## config.mk

```make
export PLATFORM = sky130hd
export DESIGN_NAME = wb_stage
export DESIGN_NICKNAME = d
export VERILOG_FILES = /design/src/rtl/riscv_pkg.sv /design/src/rtl/wb_load_ext.sv /design/src/rtl/wb_stage.sv
export SDC_FILE = /design/constraint.sdc
export NUM_CORES = 1
export LEC_CHECK = 0
export ABC_AREA = 1
export CAP_MARGIN = 20
export CELL_PAD_IN_SITES_DETAIL_PLACEMENT = 1
export CELL_PAD_IN_SITES_GLOBAL_PLACEMENT = 2
export CORE_ASPECT_RATIO = 1.25
export CORE_MARGIN = 10
export CORE_UTILIZATION = 17
export CTS_CLUSTER_SIZE = 24
export DETAILED_ROUTE_END_ITERATION = 16
export GPL_TIMING_DRIVEN = 0
export PLACE_DENSITY = 0.78
export SETUP_SLACK_MARGIN = 0.02
export SLEW_MARGIN = 20
export SYNTH_ARGS = -nofsm -noshare
export SYNTH_HDL_FRONTEND = slang
export SYNTH_SLANG_ARGS = --single-unit
export TNS_END_PERCENT = 1
```

## constraint.sdc

```tcl
create_clock -name clk -period 1.3 [get_ports clk]
set_clock_uncertainty 0.15 [all_clocks]
set_input_delay 0.195 -clock clk [delete_from_list [all_inputs] [get_ports clk]]
set_output_delay 0.195 -clock clk [all_outputs]
set_load 0.005 [all_outputs]
```

## src/rtl/riscv_pkg.sv

```systemverilog
// Shared RV32I definitions: datapath widths, write-back select codes and load funct3 encodings.
package riscv_pkg;

   localparam int XLEN         = 32;
   localparam int WB_SEL_WIDTH = 2;

   typedef enum logic [WB_SEL_WIDTH-1:0] {
      WB_ALU = 2'd0,
      WB_MEM = 2'd1,
      WB_PC4 = 2'd2
   } wb_sel_e;

   localparam logic [2:0] F3_LB  = 3'b000;
   localparam logic [2:0] F3_LH  = 3'b001;
   localparam logic [2:0] F3_LW  = 3'b010;
   localparam logic [2:0] F3_LBU = 3'b100;
   localparam logic [2:0] F3_LHU = 3'b101;

endpackage

```

## src/rtl/wb_load_ext.sv

```systemverilog
// Load-data alignment: shifts the raw memory word down to the addressed byte/half
// and sign- or zero-extends it according to the load funct3.
module wb_load_ext
   import riscv_pkg::*;
(
   input  logic [XLEN-1:0] mem_word,
   input  logic [2:0]      funct3,
   input  logic [1:0]      addr_lo,
   output logic [XLEN-1:0] load_data
);

   logic [XLEN-1:0] byte_word;
   logic [XLEN-1:0] half_word;

   // Halfword loads are naturally aligned, so only the upper offset bit selects the half.
   assign byte_word = mem_word >> {addr_lo, 3'b000};
   assign half_word = mem_word >> {addr_lo[1], 4'b0000};

   // NOTE: a default assignment ahead of the case keeps every path driven, so no latch is inferred.
   always_comb begin
      load_data = mem_word;
      case (funct3)
         F3_LB:   load_data = {{(XLEN-8){byte_word[7]}}, byte_word[7:0]};
         F3_LH:   load_data = {{(XLEN-16){half_word[15]}}, half_word[15:0]};
         F3_LW:   load_data = mem_word;
         F3_LBU:  load_data = {{(XLEN-8){1'b0}}, byte_word[7:0]};
         F3_LHU:  load_data = {{(XLEN-16){1'b0}}, half_word[15:0]};
         default: load_data = mem_word;
      endcase
   end

endmodule

```

## src/rtl/wb_stage.sv

```systemverilog
// RV32I write-back stage: result mux, register-file write gating and WB->ID bypass registers.
// Optional retired-instruction counter enabled by defining WB_RETIRE_CNT_EN.
module wb_stage
   import riscv_pkg::*;
(
   input  logic                    clk,
   input  logic                    rst_n,
   input  logic                    valid_wb,
   input  logic                    reg_write_wb,
   input  logic [4:0]              rd_wb,
   input  logic [XLEN-1:0]         alu_wb,
   input  logic [XLEN-1:0]         mem_wb,
   input  logic [XLEN-1:0]         pc_wb,
   input  logic [2:0]              funct3_wb,
   input  logic [1:0]              addr_lo_wb,
   input  logic [WB_SEL_WIDTH-1:0] wb_sel,
   output logic [XLEN-1:0]         reg_wb,
   output logic [4:0]              rd_out,
   output logic                    we_out,
   output logic [XLEN-1:0]         byp_data,
   output logic [4:0]              byp_rd,
`ifdef WB_RETIRE_CNT_EN
   output logic [63:0]             retired_cnt,
`endif
   output logic                    byp_we
);

   logic [XLEN-1:0] load_data;

   wb_load_ext u_load_ext (
      .mem_word  (mem_wb),
      .funct3    (funct3_wb),
      .addr_lo   (addr_lo_wb),
      .load_data (load_data)
   );

   // The reserved code and any unknown select fall to the default, so nothing undefined leaks out.
   always_comb begin
      reg_wb = '0;
      case (wb_sel)
         WB_ALU:  reg_wb = alu_wb;
         WB_MEM:  reg_wb = load_data;
         WB_PC4:  reg_wb = pc_wb + XLEN'(4);
         default: reg_wb = '0;
      endcase
   end

   assign rd_out = rd_wb;
   assign we_out = valid_wb & reg_write_wb & (rd_wb != 5'd0);

   // NOTE: state uses non-blocking assignments so every flop samples pre-edge values.
   always_ff @(posedge clk or negedge rst_n) begin
      if (!rst_n) begin
         byp_we   <= 1'b0;
         byp_rd   <= '0;
         byp_data <= '0;
      end else begin
         byp_we <= we_out;
         if (we_out) begin
            byp_rd   <= rd_wb;
            byp_data <= reg_wb;
         end
      end
   end

`ifdef WB_RETIRE_CNT_EN
   logic [63:0] retire_q;

   always_ff @(posedge clk or negedge rst_n) begin
      if (!rst_n) begin
         retire_q <= '0;
      end else if (valid_wb) begin
         retire_q <= retire_q + 64'd1;
      end
   end

   assign retired_cnt = retire_q;
`endif

endmodule

```

* Word level (Yosys, flattened, before mapping)
Cells that the tools add are included.
** Storage, ports and cells
- Register bits :: 38
- Output and inout bits :: 76
- Logic and storage cells :: 18
** Cells by class
- $add $sub $neg :: 1
- Eq/ne operators :: 5
- Shifts and indexed selects :: 2
- Muxes and demuxes :: 2
- Bitwise gates (word level) :: 2
- Reduce and logical (&&, ||, !) cells :: 3
** Operators with widths (count)
- 32-bit case mux with 4 select lines :: 1
- 32-bit case mux with 3 select lines :: 1
- 32-bit by 3-bit adder with 32-bit output, second input constant :: 1
- 32-bit by 5-bit right shift with 16-bit output :: 1
- 32-bit by 5-bit right shift with 8-bit output :: 1
- 3-bit == test, second input constant :: 2
- 5-bit nonzero test :: 1
- 3-bit by 1-bit == test with 1-bit output, second input constant :: 1
- 3-bit logical NOT :: 1
- 1-bit AND :: 2
- 2-bit by 1-bit == test with 1-bit output, second input constant :: 1
- 2-bit == test, second input constant :: 1
- 2-bit logical NOT :: 1

* Longest topological paths before layout
- Depth after elaboration :: 3
- Gate-level depth with buffers :: 11
- Depth with buffers taken out :: 11

* Cells and area by module
From an unflattened synthesis, not the netlist that was laid out.
** Second synthesis, totals
- Cells, all modules :: 686
- Area total of the unflattened synthesis :: 4048.9 µm²
** Modules (own cells, without submodules)
- wb_stage :: instances 1, cells each 490, area each 3034.2 µm², sequential area each 950.9 µm²
- wb_load_ext :: instances 1, cells each 196, area each 1014.7 µm², sequential area each 0.0 µm²

* Worst setup path before layout
No wires, ideal clock.
- Path kind :: input to register
- Start point :: input pc_wb[2]
- End point :: register byp_data[14]
- Library setup time :: 116 ps
- Arrival :: 1195 ps
- Setup slack :: -162 ps
- Stages on the path :: 10
- Buffers on the path :: 0
- Cells stage by stage :: ha_1 -> nand2_1 -> nor2_2 -> inv_2 -> nor2_4 -> or2_2 -> nand3_2 -> nand3_2 -> nand2_1 -> nand2_1
** Between the ends
- Cells in the longest elaborated chain, start to end :: 2
** Ends and longest elaborated chain
- start: declaration :: RTL line wb_stage.sv:13 : input logic [XLEN-1:0] pc_wb,
- 32-bit by 3-bit adder with 32-bit output :: RTL line wb_stage.sv:43 : WB_PC4: reg_wb = pc_wb + XLEN'(4);
- 32-bit case mux with 3 select lines :: RTL line wb_stage.sv:40 : case (wb_sel)
- via reg_wb[14] :: RTL line wb_stage.sv:17 : output logic [XLEN-1:0] reg_wb,
- end signal: assignment :: RTL line wb_stage.sv:61 : byp_data <= reg_wb;
- end: declaration :: RTL line wb_stage.sv:20 : output logic [XLEN-1:0] byp_data,
The timed path passes the listed nets, and every way through them passes these cells.
A chain may end at the register's enable or synchronous reset.

* Worst setup path in the final report
- Start point :: input mem_wb[31]
- End point :: output reg_wb[21]
** Between the ends
- Cells in the longest elaborated chain, start to end :: 3
** Ends and longest elaborated chain
- start: declaration :: RTL line wb_stage.sv:12 : input logic [XLEN-1:0] mem_wb,
- 32-bit by 5-bit right shift with 16-bit output or 32-bit by 5-bit right shift with 8-bit output (tied branches) :: RTL line wb_load_ext.sv:17, wb_load_ext.sv:16
- 32-bit case mux with 4 select lines (*) :: RTL line wb_load_ext.sv:22 : case (funct3)
- 32-bit case mux with 3 select lines (*) :: RTL line wb_stage.sv:40
- end: declaration :: RTL line wb_stage.sv:17
Every way passes the cells marked *; elsewhere a longest branch is shown, timed or not.

==> impl_metrics.py <==
metrics = {
    "status": {
        "status": "finished with violations",
        "violations": "setup timing",
    },
    "logic_synthesis": {
        "ys_ff_latch": 38,
        "synthFlopType": "dfrtp_1",
        "synthesis.nets": 753,
        "synth-edff-count": 0,
        "synth.avg_cell_area_sq_um": 5.85,
        "ys_types": 37,
        "netlist_area_sq_um": 3750,
        "synthArstFlopShare": 1.00,
        "synthCells": 640,
        "yosysSeqAreaShare": 0.254,
        "ys_warn_count": 0,
    },
    "drt": {
        "vias_per_cell": 4.39,
        "num_vias": 5307,
        "drc_errors": 0,
        "routedWlPerCell_um": 19.8,
        "wl_mm": 24.0,
        "first_pass_iters": 4,
        "ant_nets": 0,
        "first_iter_violations": 188,
    },
    "timing": {
        "setup_viol": 59,
        "slew_headroom": 0.726,
        "worst_slack_ns": -0.462,
        "fin_crit_sh": 1.36,
        "fmaxAchievable_ghz": 0.568,
        "slew_violations": 0,
        "final_hold_viol_count": 0,
        "rsz0062_at_grt": "true",
        "worst_pin_slew_ns": 0.411,
        "min_period_ns": 1.76,
    },
    "setup_path": {
        "start_kind": "input port",
        "crit_arrival_ns": 1.42,
        "worst-setup-path-type": "in -> out",
        "path_buf_inv": 4,
        "worstPathMaxFanout": 6,
        "critPathSlowestCell": "buf_12",
        "cp.required_ns": 0.95,
        "cp_top_family": "simple AND/OR/NAND/NOR gates",
        "crit_chain": "buf_2 > inv_2 > nand2_2 > nand3_2 > nand2_2 > nand2_4 > nand3_4 > buf_12 > nand2_8 > nand3_4 > buf_6",
        "end_kind": "output pin",
        "cpPeakStageDelay_ns": 0.22,
    },
    "place": {
        "place_hpwl_mm": 19.0,
        "placed_cell_area_sq_um": 6000,
        "place.port_buffers": 186,
        "place_congestion": 0.837,
    },
    "pwr": {
        "vdd.ir_drop.worst_uv": 520,
        "leakagePower_nw": 4.36,
        "pwr_density_cell_nw_per_um2": 658,
    },
    "grt": {
        "grt_usage": 0.161,
        "grt_pass1_vias": 6013,
        "grt_pass1_wl_mm": 35.6,
        "antenna_found_initial": 0,
        "grt_max_degree": 30,
        "overflow": 0,
    },
    "clock_network": {
        "cts_root_buf": "clkbuf_16",
        "htree_levels": 2,
        "cts_tree": "done",
        "numCtsBuffers": 5,
        "cts_sinks": 38,
        "clock_latency_ns": 0.28,
        "cts_buffer_depth": 2,
        "clk_pin_slew_ns": 0.06,
    },
    "floorplanning": {
        "std_cell_rows": 60,
        "die_area_sq_um": 28400,
        "die_h_um": 186,
        "core_area_sq_um": 21600,
        "pin_count": 188,
        "die_x_um": 153,
        "initial_core_util": 0.173,
    },
    "finish": {
        "utilization": 0.373,
        "drive_gt1_frac": 0.462,
        "final.fill_count": 2623,
        "synthToLayoutAreaGrowth_pct": 115,
        "layout.nets": 1043,
        "antenna_cells": 0,
        "multi_input_area_sq_um": 3380,
        "design_area_sq_um": 8070,
        "layout_common_cells": "209 x nand2_1, 94 x buf_4, 48 x clkdlybuf4s50_1",
        "regArea_sq_um": 951,
        "final_common_cell": "nand2_1",
    },
    "worst_hold_path": {
        "hp-class": "in -> reg",
    },
    "job": {
        "maxCapViolCount": 0,
    },
}
[flip-flops by register name, summed over array words and instances, names as in the netlist]
register,flops
byp_we,1
byp_rd,5
byp_data,32
[routing by layer]
layer	wire length, um	global-route usage	vias up
li1	-	-	2606
met1	9320	0.176	2553
met5	0	0	-
met3	986	0.0277	22
met4	456	0.0344	0
met2	13200	0.317	126
[path summary, 6_finish.rpt]
check / cells after the start / to / from / slack [ns]
hold reg to reg: 2 / byp_data[18] / byp_data[18] / 0.32
hold / removal: 3 / byp_rd[4] / rd_wb[4] / 0.01
min in group asynchronous: 2 / byp_rd[1] / rst_n / 0.17
setup reg to reg: 2 / byp_data[7] / byp_data[7] / 0.52
setup / recovery: 11 / reg_wb[21] / mem_wb[31] / -0.46
max in group asynchronous: 3 / byp_data[14] / rst_n / 0.39
[cell type report]
| class | instances | area share |
|---|---|---|
| multi-input cells | 515 | 0.418 |
| repair buffers | 283 | 0.332 |
| flip-flops and latches | 38 | 0.118 |
| well taps | 279 | 0.0433 |
| plain buffers | 27 | 0.0381 |
| inverters | 60 | 0.0321 |
| clock buffers | 6 | 0.0172 |
| clock inverters | 2 | 0.00155 |
[power breakdown]
part | total [mW] | internal (mW) | leakage [nW] | switching [mW]
combinational | 2.64 | 1.33 | 3.80 | 1.31
sequential | 1.43 | 1.35 | 0.485 | 0.0820
clock | 1.24 | 0.759 | 0.0729 | 0.484
[stage by stage]
| stage | power (mW) | setup TNS, ns | cells | hold WS [ns] | worst slack [ns] |
|---|---|---|---|---|---|
| finish | 5.31 | -15.47 | 1210 | 0.0125 | -0.462 |
| global route | 5.63 | -20.06 | 1210 | 0.0256 | -0.523 |
| CTS | 5.31 | -26.48 | 1203 | 0.154 | -0.414 |
| detailed placement | 3.53 | -80.06 | 1106 | -0.0616 | -1.58 |
| global placement | 3.51 | -125.42 | 1105 | 0.314 | -1.61 |
| floorplan | 2.15 | -0.754 | 640 | -0.251 | -0.0377 |
[worst min-delay path, delay by kind of cell]
kind | cells | cell delay (ns)
buf+inv | 1 | 0.11
simple gates | 2 | 0.10
[kinds of logic (layout without fill, tap and decap cells)]
family          Yosys count  count (layout)  synth area share
fa+ha+maj                 1               1           0.00334
simple gates            442             442             0.523
compound gates           72              72             0.110
buf+inv                  87             378             0.110
flops                    38              38             0.254
[cell usage after synthesis (2+ instances only)]
library cell / n / share of area
nor2_4: 4 / 0.012
nand3_1: 55 / 0.073
o211ai_1: 4 / 0.0080
nor2_2: 5 / 0.0084
inv_2: 3 / 0.0030
nand2_1: 273 / 0.27
or2_2: 3 / 0.0050
nor2_1: 67 / 0.067
buf_6: 5 / 0.015
o21bai_1: 6 / 0.012
nand4_1: 2 / 0.0033
inv_1: 56 / 0.056
o21ai_1: 4 / 0.0053
a22oi_1: 2 / 0.0040
buf_2: 10 / 0.013
o21ai_2: 2 / 0.0047
clkbuf_1: 4 / 0.0040
dfrtp_1: 38 / 0.25
a21oi_1: 27 / 0.036
nand2_2: 9 / 0.015
nand3_2: 17 / 0.045
o21ai_0: 22 / 0.029
buf_4: 8 / 0.016
[what timing repair did]
item,CTS,global route
pin swaps,95,44
hold buffers,1,0
cloned,2,0
resized for setup,604,136
endpoints found under the setup margin,114,114
setup buffers,88,7
endpoints found under the hold margin,38,0
(Power assumes the default switching activity.)
